<file path="src/rtl/dm_resp.sv">
// Data-memory responder: three-state load/store engine with lane stores and load extension.
// DM_MISALIGN_TRAP_EN: fault misaligned halfword/word accesses instead of force-aligning them.
module dm_resp #(
    parameter int DEPTH = 128
) (
    input  logic        clk,
    input  logic        rstn,
    input  logic        req_valid,
    output logic        req_ready,
    input  logic        mem_write,
    input  logic [2:0]  dm_type,
    input  logic [31:0] addr,
    input  logic [31:0] wdata,
    output logic        rsp_valid,
    output logic [31:0] rdata,
    output logic        err
);

    localparam int AW = $clog2(DEPTH);

    typedef enum logic [1:0] {
        IDLE,
        ACCESS,
        RESP
    } state_t;

    state_t state, state_nxt;

    logic          accept;
    logic          wr_q;
    logic [2:0]    type_q;
    logic [AW+1:0] addr_q;
    logic [31:0]   wdata_q;
    logic [31:0]   rd_q;
    logic          ld_q;
    logic          err_q;

    logic [31:0]   mem [DEPTH];

    logic          is_word;
    logic          is_half;
    logic          is_byte;
    logic          bad_type;
    logic          fault;
    logic [AW+1:0] ea;
    logic [3:0]    be;
    logic [31:0]   wlane;
    logic [7:0]    bsel;
    logic [15:0]   hsel;
    logic [31:0]   ext;
    logic          unused_addr;

    assign unused_addr = ^addr[31:AW+2];

    always_comb begin
        is_word  = (type_q == 3'd0);
        is_half  = (type_q == 3'd1) || (type_q == 3'd2);
        is_byte  = (type_q == 3'd3) || (type_q == 3'd4);
        bad_type = (type_q > 3'd4);
        ea       = addr_q;
`ifdef DM_MISALIGN_TRAP_EN
        fault = bad_type
              | (is_half & addr_q[0])
              | (is_word & (|addr_q[1:0]));
`else
        fault = bad_type;
        if (is_half) ea[0] = 1'b0;
        if (is_word) ea[1:0] = 2'b00;
`endif
    end

    always_comb begin
        be    = 4'b0000;
        wlane = {4{wdata_q[7:0]}};
        unique case (1'b1)
            is_word: begin
                be    = 4'b1111;
                wlane = wdata_q;
            end
            is_half: begin
                be    = ea[1] ? 4'b1100 : 4'b0011;
                wlane = {2{wdata_q[15:0]}};
            end
            is_byte: be = 4'b0001 << ea[1:0];
            default: be = 4'b0000;
        endcase
    end

    always_comb begin
        bsel = rd_q[{ea[1:0], 3'b000} +: 8];
        hsel = rd_q[{ea[1], 4'b0000} +: 16];
        unique case (type_q)
            3'd0:    ext = rd_q;
            3'd1:    ext = {{16{hsel[15]}}, hsel};
            3'd2:    ext = {16'h0000, hsel};
            3'd3:    ext = {{24{bsel[7]}}, bsel};
            3'd4:    ext = {24'h000000, bsel};
            default: ext = 32'h0;
        endcase
    end

    // Array has no reset; a reset during ACCESS suppresses the write.
    always_ff @(posedge clk) begin
        if (state == ACCESS) begin
            rd_q <= mem[ea[AW+1:2]];
            if (rstn && wr_q && !fault) begin
                for (int i = 0; i < 4; i++) begin
                    if (be[i]) mem[ea[AW+1:2]][8*i +: 8] <= wlane[8*i +: 8];
                end
            end
        end
    end

    always_ff @(posedge clk) begin
        if (!rstn) begin
            state <= IDLE;
            ld_q  <= 1'b0;
            err_q <= 1'b0;
        end else begin
            state <= state_nxt;
            if (accept) begin
                wr_q    <= mem_write;
                type_q  <= dm_type;
                addr_q  <= addr[AW+1:0];
                wdata_q <= wdata;
            end
            if (state == ACCESS) begin
                ld_q  <= !wr_q && !fault;
                err_q <= fault;
            end
        end
    end

    always_comb begin
        state_nxt = state;
        accept    = 1'b0;
        req_ready = 1'b0;
        rsp_valid = 1'b0;
        rdata     = 32'h0;
        err       = 1'b0;
        unique case (state)
            IDLE: begin
                req_ready = rstn;
                accept    = req_valid & rstn;
                if (accept) state_nxt = ACCESS;
            end
            ACCESS: state_nxt = RESP;
            RESP: begin
                rsp_valid = 1'b1;
                rdata     = ld_q ? ext : 32'h0;
                err       = err_q;
                state_nxt = IDLE;
            end
            default: state_nxt = IDLE;
        endcase
    end

endmodule

</file>
<file path="config.mk">
export PLATFORM = sky130hd
export DESIGN_NAME = dm_resp
export DESIGN_NICKNAME = d
export VERILOG_FILES = /design/src/rtl/dm_resp.sv
export SDC_FILE = /design/constraint.sdc
export NUM_CORES = 2
export LEC_CHECK = 0
export CORE_MARGIN = 4
export CORE_UTILIZATION = 26
export CTS_CLUSTER_SIZE = 24
export DETAILED_ROUTE_END_ITERATION = 7
export GPL_TIMING_DRIVEN = 1
export PLACE_DENSITY = 0.4
export SLEW_MARGIN = 20
export SYNTH_ARGS = -nofsm -noshare
export SYNTH_HDL_FRONTEND = slang
export SYNTH_SLANG_ARGS = --single-unit
</file>
<file path="constraint.sdc">
create_clock -name clk -period 12.9 [get_ports clk]
set_input_delay 1.29 -clock clk [delete_from_list [all_inputs] [get_ports clk]]
set_output_delay 1.29 -clock clk [all_outputs]
set_load 0.03 [all_outputs]
</file>
======== Yosys cells after proc, flatten, opt, wreduce, memory -nomap -nowiden ========
Memories as Yosys holds them, arrays and structs flattened. A register that Yosys moved wholly into a read port is not among the register bits.
Cells that the tools add are included.
word-level totals
  flip-flop bits (word level) ............. 49
  bits in latches ......................... 0
  memory bits (writable) .................. 4096
  memory bits (read-only) ................. 0
  bits of input ports ..................... 71
  output and inout port bits .............. 35
  word-level logic and storage cells ...... 60
  memories kept ........................... 1
memories
  memory  words  bits a word  read ports  clocked after Yosys merged registers in  wr ports  RTL line  RTL
  mem     128    32           1           1                                        1         38        logic [31:0] mem [DEPTH];
cells by class
  add/sub/neg operators ................... 0
  $mul .................................... 0
  divide/modulo/power cells ............... 0
  magnitude comparators ................... 1
  equality and inequality tests ........... 7
  shift operators ......................... 3
  multiplexer cells ....................... 30
  bitwise gates (word level) .............. 1
  reductions and logical operators ........ 10
operator list
  operator                                                            number
  32-bit case mux with 5 select lines                                 1
  32-bit 2-to-1 mux                                                   2
  32-bit case mux with 2 select lines                                 1
  32-bit by 6-bit variable part select with 16-bit output             1
  32-bit by 6-bit variable part select with 8-bit output              1
  1-bit 2-to-1 mux                                                    21
  4-bit case mux with 3 select lines                                  1
  3-bit by 2-bit == test with 1-bit output (second input constant)    2
  2-bit 2-to-1 mux                                                    2
  4-bit 2-to-1 mux                                                    1
  2-bit case mux with 2 select lines                                  1
  1-bit by 2-bit << shifter with 4-bit output (first input constant)  1
  3-bit by 1-bit == test with 1-bit output (second input constant)    1
  3-bit == test (second input constant)                               1
  3-bit greater-than comparator (second input constant)               1
  1-bit logical AND                                                   3
  3-bit zero test                                                     1
  2-bit by 1-bit == test with 1-bit output (second input constant)    1
  2-bit == test (second input constant)                               1
  1-bit zero test                                                     2
  2-bit zero test                                                     1
  1-bit logical OR                                                    2
  2-bit inequality test (second input constant)                       1
  2-bit AND reduction                                                 1
  1-bit AND                                                           1

======== Logic depth before layout (Yosys ltp) ========
  depth after elaboration ................. 10
  mapped depth ............................ 12
  mapped depth without buffers ............ 6

======== Least setup slack after synthesis ========
OpenSTA, ideal clock, no wires.
  kind .................................... reg-to-reg
  from .................................... reg type_q[0]
  to ...................................... mem mem[0][24] (data pin)
  library setup time ...................... 1.197 ns
  arrival time ............................ 6.168 ns
  required time ........................... 11.703 ns
  slack ................................... 5.535 ns
  stages on the path, launching flop included .. 6
  buffers on the path ..................... 2
  clock period less this slack ............ 7.365 ns
  cells stage by stage .................... edfxtp_1 > clkbuf_1 > nor2_1 > clkbuf_1 > a22oi_1 > o21ai_0
on the way
  cells in the longest elaborated chain, start to end .. 3
  elaborated cells between the ends (all ways) .. 5
  those cells by class .................... 2 x eq/ne; 1 x mux; 2 x reduce/logical
RTL lines
  what                                                                                                  RTL line  RTL
  start: declaration                                                                                    31        logic [2:0] type_q;
  start signal: assignment                                                                              123       type_q <= dm_type;
  3-bit by 1-bit == test with 1-bit output or 3-bit by 2-bit == test with 1-bit output (tied branches)  57        is_half = (type_q == 3'd1) || (type_q == 3'd2);
  1-bit logical OR                                                                                      57
  32-bit case mux with 2 select lines *                                                                 75        unique case (1'b1)
  named net wlane[24]                                                                                   47        logic [31:0] wlane;
  end: declaration                                                                                      38
The timed path passes the listed nets; every way through them passes the cells marked *.

==> impl_metrics.sql <==
INSERT INTO impl_metrics (metric_group, metric, value, unit) VALUES
('die', 'coreArea', '0.629', 'mm^2'),
('clocking', 'numClockSinks', '4177', ''),
('sta', 'hold_violations', '0', ''),
('clocking', 'clockBufferDepth', '4', ''),
('critical_path', 'worst_setup_path_class', 'reg2reg', ''),
('logic_synthesis', 'biggest_area_consumer_among_synthesized_cells', 'sky130_fd_sc_hd__edfxtp_1', ''),
('global_route', 'grt_util_met3', '2.46', '%'),
('worst_hold_path', 'hold_path_end', 'err_q$_SDFFE_PN0N_', ''),
('critical_path', 'worst_path_most_repeated_cell', 'sky130_fd_sc_hd__buf_4', ''),
('logic_synthesis', 'netlist_top_cells_area', 'sky130_fd_sc_hd__edfxtp_1 76%, sky130_fd_sc_hd__mux4_2 8.5%, sky130_fd_sc_hd__mux2_2 2.2%, sky130_fd_sc_hd__nor2_1 1.5%, sky130_fd_sc_hd__mux2i_1 1.4%', ''),
('placed_design', 'numPortBuffers', '82', ''),
('sta', 'slew-limit-headroom', '16.1', '%'),
('clocking', 'postCtsSetupRepairBufs', '0', ''),
('critical_path', 'setup.worst_path.end_class', 'register', ''),
('placed_design', 'hpwlAfterDp', '394000', 'um'),
('pwr', 'total_power', '29.0', 'mW'),
('logic_synthesis', 'synth_seq_cells', '4177', ''),
('global_route', 'use_met2', '29.5', '%'),
('sta', 'clock.fmax', '169', 'MHz'),
('global_route', 'grtUsageTotal', '18.4', '%'),
('detailed_routing', 'dr.pass1.iters', '8', ''),
('global_route', 'globalRouteMet1Util', '26.2', '%'),
('sta', 'worst-slew-pin-transition', '1260', 'ps'),
('sta', 'maxSlewViolCount', '0', ''),
('pwr', 'power_leakage', '57.0', 'nW'),
('sta', 'grt_setup_unrepaired', 'no', ''),
('placed_design', 'place_congestion', '0.833', ''),
('clocking', 'root_buffer', 'sky130_fd_sc_hd__clkbuf_16', ''),
('critical_path', 'timing.critical_path.buf_inv', '6', ''),
('sta', 'timing.final.ws_setup', '6990', 'ps'),
('sta', 'setup-tns-final', '0', 'ps'),
('cells_and_area', 'layout.cell_area.non_filler', '0.189', 'mm^2'),
('clocking', 'cts_buffers', '438', ''),
('global_route', 'globalRouteOverflowTotal', '0', ''),
('global_route', 'maximum_number_of_pins_on_one_net_before_global_route_repair', '117', ''),
('worst_hold_path', 'worst_hold_path_type', 'reg2reg', ''),
('detailed_routing', 'routed-via-count', '89370', ''),
('worst_hold_path', 'min_path_cells', '2', ''),
('status', 'result_of_the_run', 'completed', ''),
('sta', 'setup_viol', '0', ''),
('critical_path', 'cp-start-kind', 'register', ''),
('critical_path', 'worst-r2r-cell-count', '11', ''),
('die', 'overall_die_height', '803', 'um'),
('worst_hold_path', 'min_from', 'err_q$_SDFFE_PN0N_', ''),
('logic_synthesis', 'synth-edff-count', '4173', ''),
('placed_design', 'placedInstanceArea', '0.175', 'mm^2'),
('logic_synthesis', 'synth_ff_type', 'sky130_fd_sc_hd__edfxtp_1', ''),
('die', 'die-width', '803', 'um'),
('detailed_routing', 'vias_per_cell', '5.08', ''),
('clocking', 'tritoncts', 'done', ''),
('global_route', 'grt_antenna_before_repair', '79', ''),
('sta', 'whs', '534', 'ps'),
('logic_synthesis', 'post_synth_inst_count', '8624', ''),
('global_route', 'via_count_of_the_first_global_routing_pass', '89089', ''),
('logic_synthesis', 'netlist_top_cells_count', '4173 x sky130_fd_sc_hd__edfxtp_1, 661 x sky130_fd_sc_hd__nor2_1, 622 x sky130_fd_sc_hd__mux4_2, 469 x sky130_fd_sc_hd__nand2_1, 318 x sky130_fd_sc_hd__mux2_2', ''),
('clocking', 'post_cts_hold_buffers', '0', ''),
('detailed_routing', 'drt-initial-drc-count', '10604', ''),
('logic_synthesis', 'synth_area_per_cell', '19.0', 'um^2'),
('die', 'floorplan.die_area', '0.644', 'mm^2'),
('job', 'timing.max_cap.violations', '0', ''),
('logic_synthesis', 'synth_top_cell_area_share', '76.3', '%'),
('critical_path', 'critPathSlowestCell', 'sky130_fd_sc_hd__buf_4', ''),
('detailed_routing', 'avgRoutedWirePerCell', '34.8', 'um'),
('logic_synthesis', 'post-synth-top-count-cell', 'sky130_fd_sc_hd__edfxtp_1', ''),
('die', 'floorplan.initialDensity', '26.1', '%'),
('critical_path', 'cp.required', '13630', 'ps'),
('logic_synthesis', 'post_synth_instance_area', '0.164', 'mm^2'),
('sta', 'worst_clock_skew', '58.2', 'ps'),
('critical_path', 'crit_path_max_fanout', '73', ''),
('critical_path', 'crit_arrival', '6640', 'ps'),
('logic_synthesis', 'synth-warning-count', '0', '');
worst max-delay path by stage:
stage	cells after the start	end	slack (ps)	from
after floorplan	5	mem[0][24]$_DFFE_PP_	5540	type_q[0]$_DFFE_PP_
final	11	rd_q[19]$_DFFE_PN_	6990	addr_q[2]$_DFFE_PP_
after global placement	9	rd_q[27]$_DFFE_PN_	6860	addr_q[3]$_DFFE_PP_
after global routing	8	rdata[21]	6710	type_q[1]$_DFFE_PP_
after CTS	9	rd_q[27]$_DFFE_PN_	6930	addr_q[3]$_DFFE_PP_
after detailed placement	9	rd_q[27]$_DFFE_PN_	6970	addr_q[3]$_DFFE_PP_
power breakdown:
| group | switching (mW) | internal, mW | total, mW |
|---|---|---|---|
| sequential | 0.0313 | 15.0 | 15.0 |
| combinational | 1.02 | 0.358 | 1.38 |
| clock | 5.49 | 7.12 | 12.6 |
state kept, by name (all words and copies together) (netlist names):
name,flops
rd_q,32
wr_q,1
mem,4096
ld_q,1
addr_q,9
wdata_q,32
type_q,3
err_q,1
state,2
stage by stage:
step	util, %	instances
2_1_floorplan	-	8624
3_3_place_gp	27.8	16759
3_5_place_dp	27.8	16761
4_1_cts	30.1	17570
5_1_grt	30.1	17572
6_report	30.1	17594
cell type report:
cell class,instances,area (um^2)
diodes,23,57.6
clock inverters,259,2320
well taps,8350,10400
flip-flops and latches,4177,125000
multi-input cells,3850,35900
repair buffers,378,3380
inverters,7,50.0
clock buffers,550,11600
fillers,61248,440000
cell families after synthesis:
family / share of synthesized area, %
fa+ha+maj: 0.00610
flops: 76.4
compound gates: 5.76
simple gates: 3.64
buf+inv: 2.07
xor+xnor: 0.00534
mux: 12.2
layout by cell type (no fill, tap or decap), drive strengths merged, types with 156 or more instances in the layout:
master     n
mux2i    236
nor2     662
o21ai    156
mux2     318
buf      296
mux4     622
clkinv   188
nand2    470
clkbuf   550
a221oi   269
edfxtp  4173
a22oi    219
tightest hold or removal path: stages, from the launching register on:
cell and delay [ps]:
sky130_fd_sc_hd__dfxtp_1 310, sky130_fd_sc_hd__mux2i_1 120, sky130_fd_sc_hd__nor2b_1 60
layer usage:
| metal | part of all wire, % | vias up |
|---|---|---|
| met5 | 0.0085 | - |
| met4 | 3.3 | 8 |
| met3 | 6.2 | 755 |
| met2 | 46 | 3581 |
| met1 | 44 | 48995 |
| li1 | - | 36031 |
(Power assumes the default switching activity.)
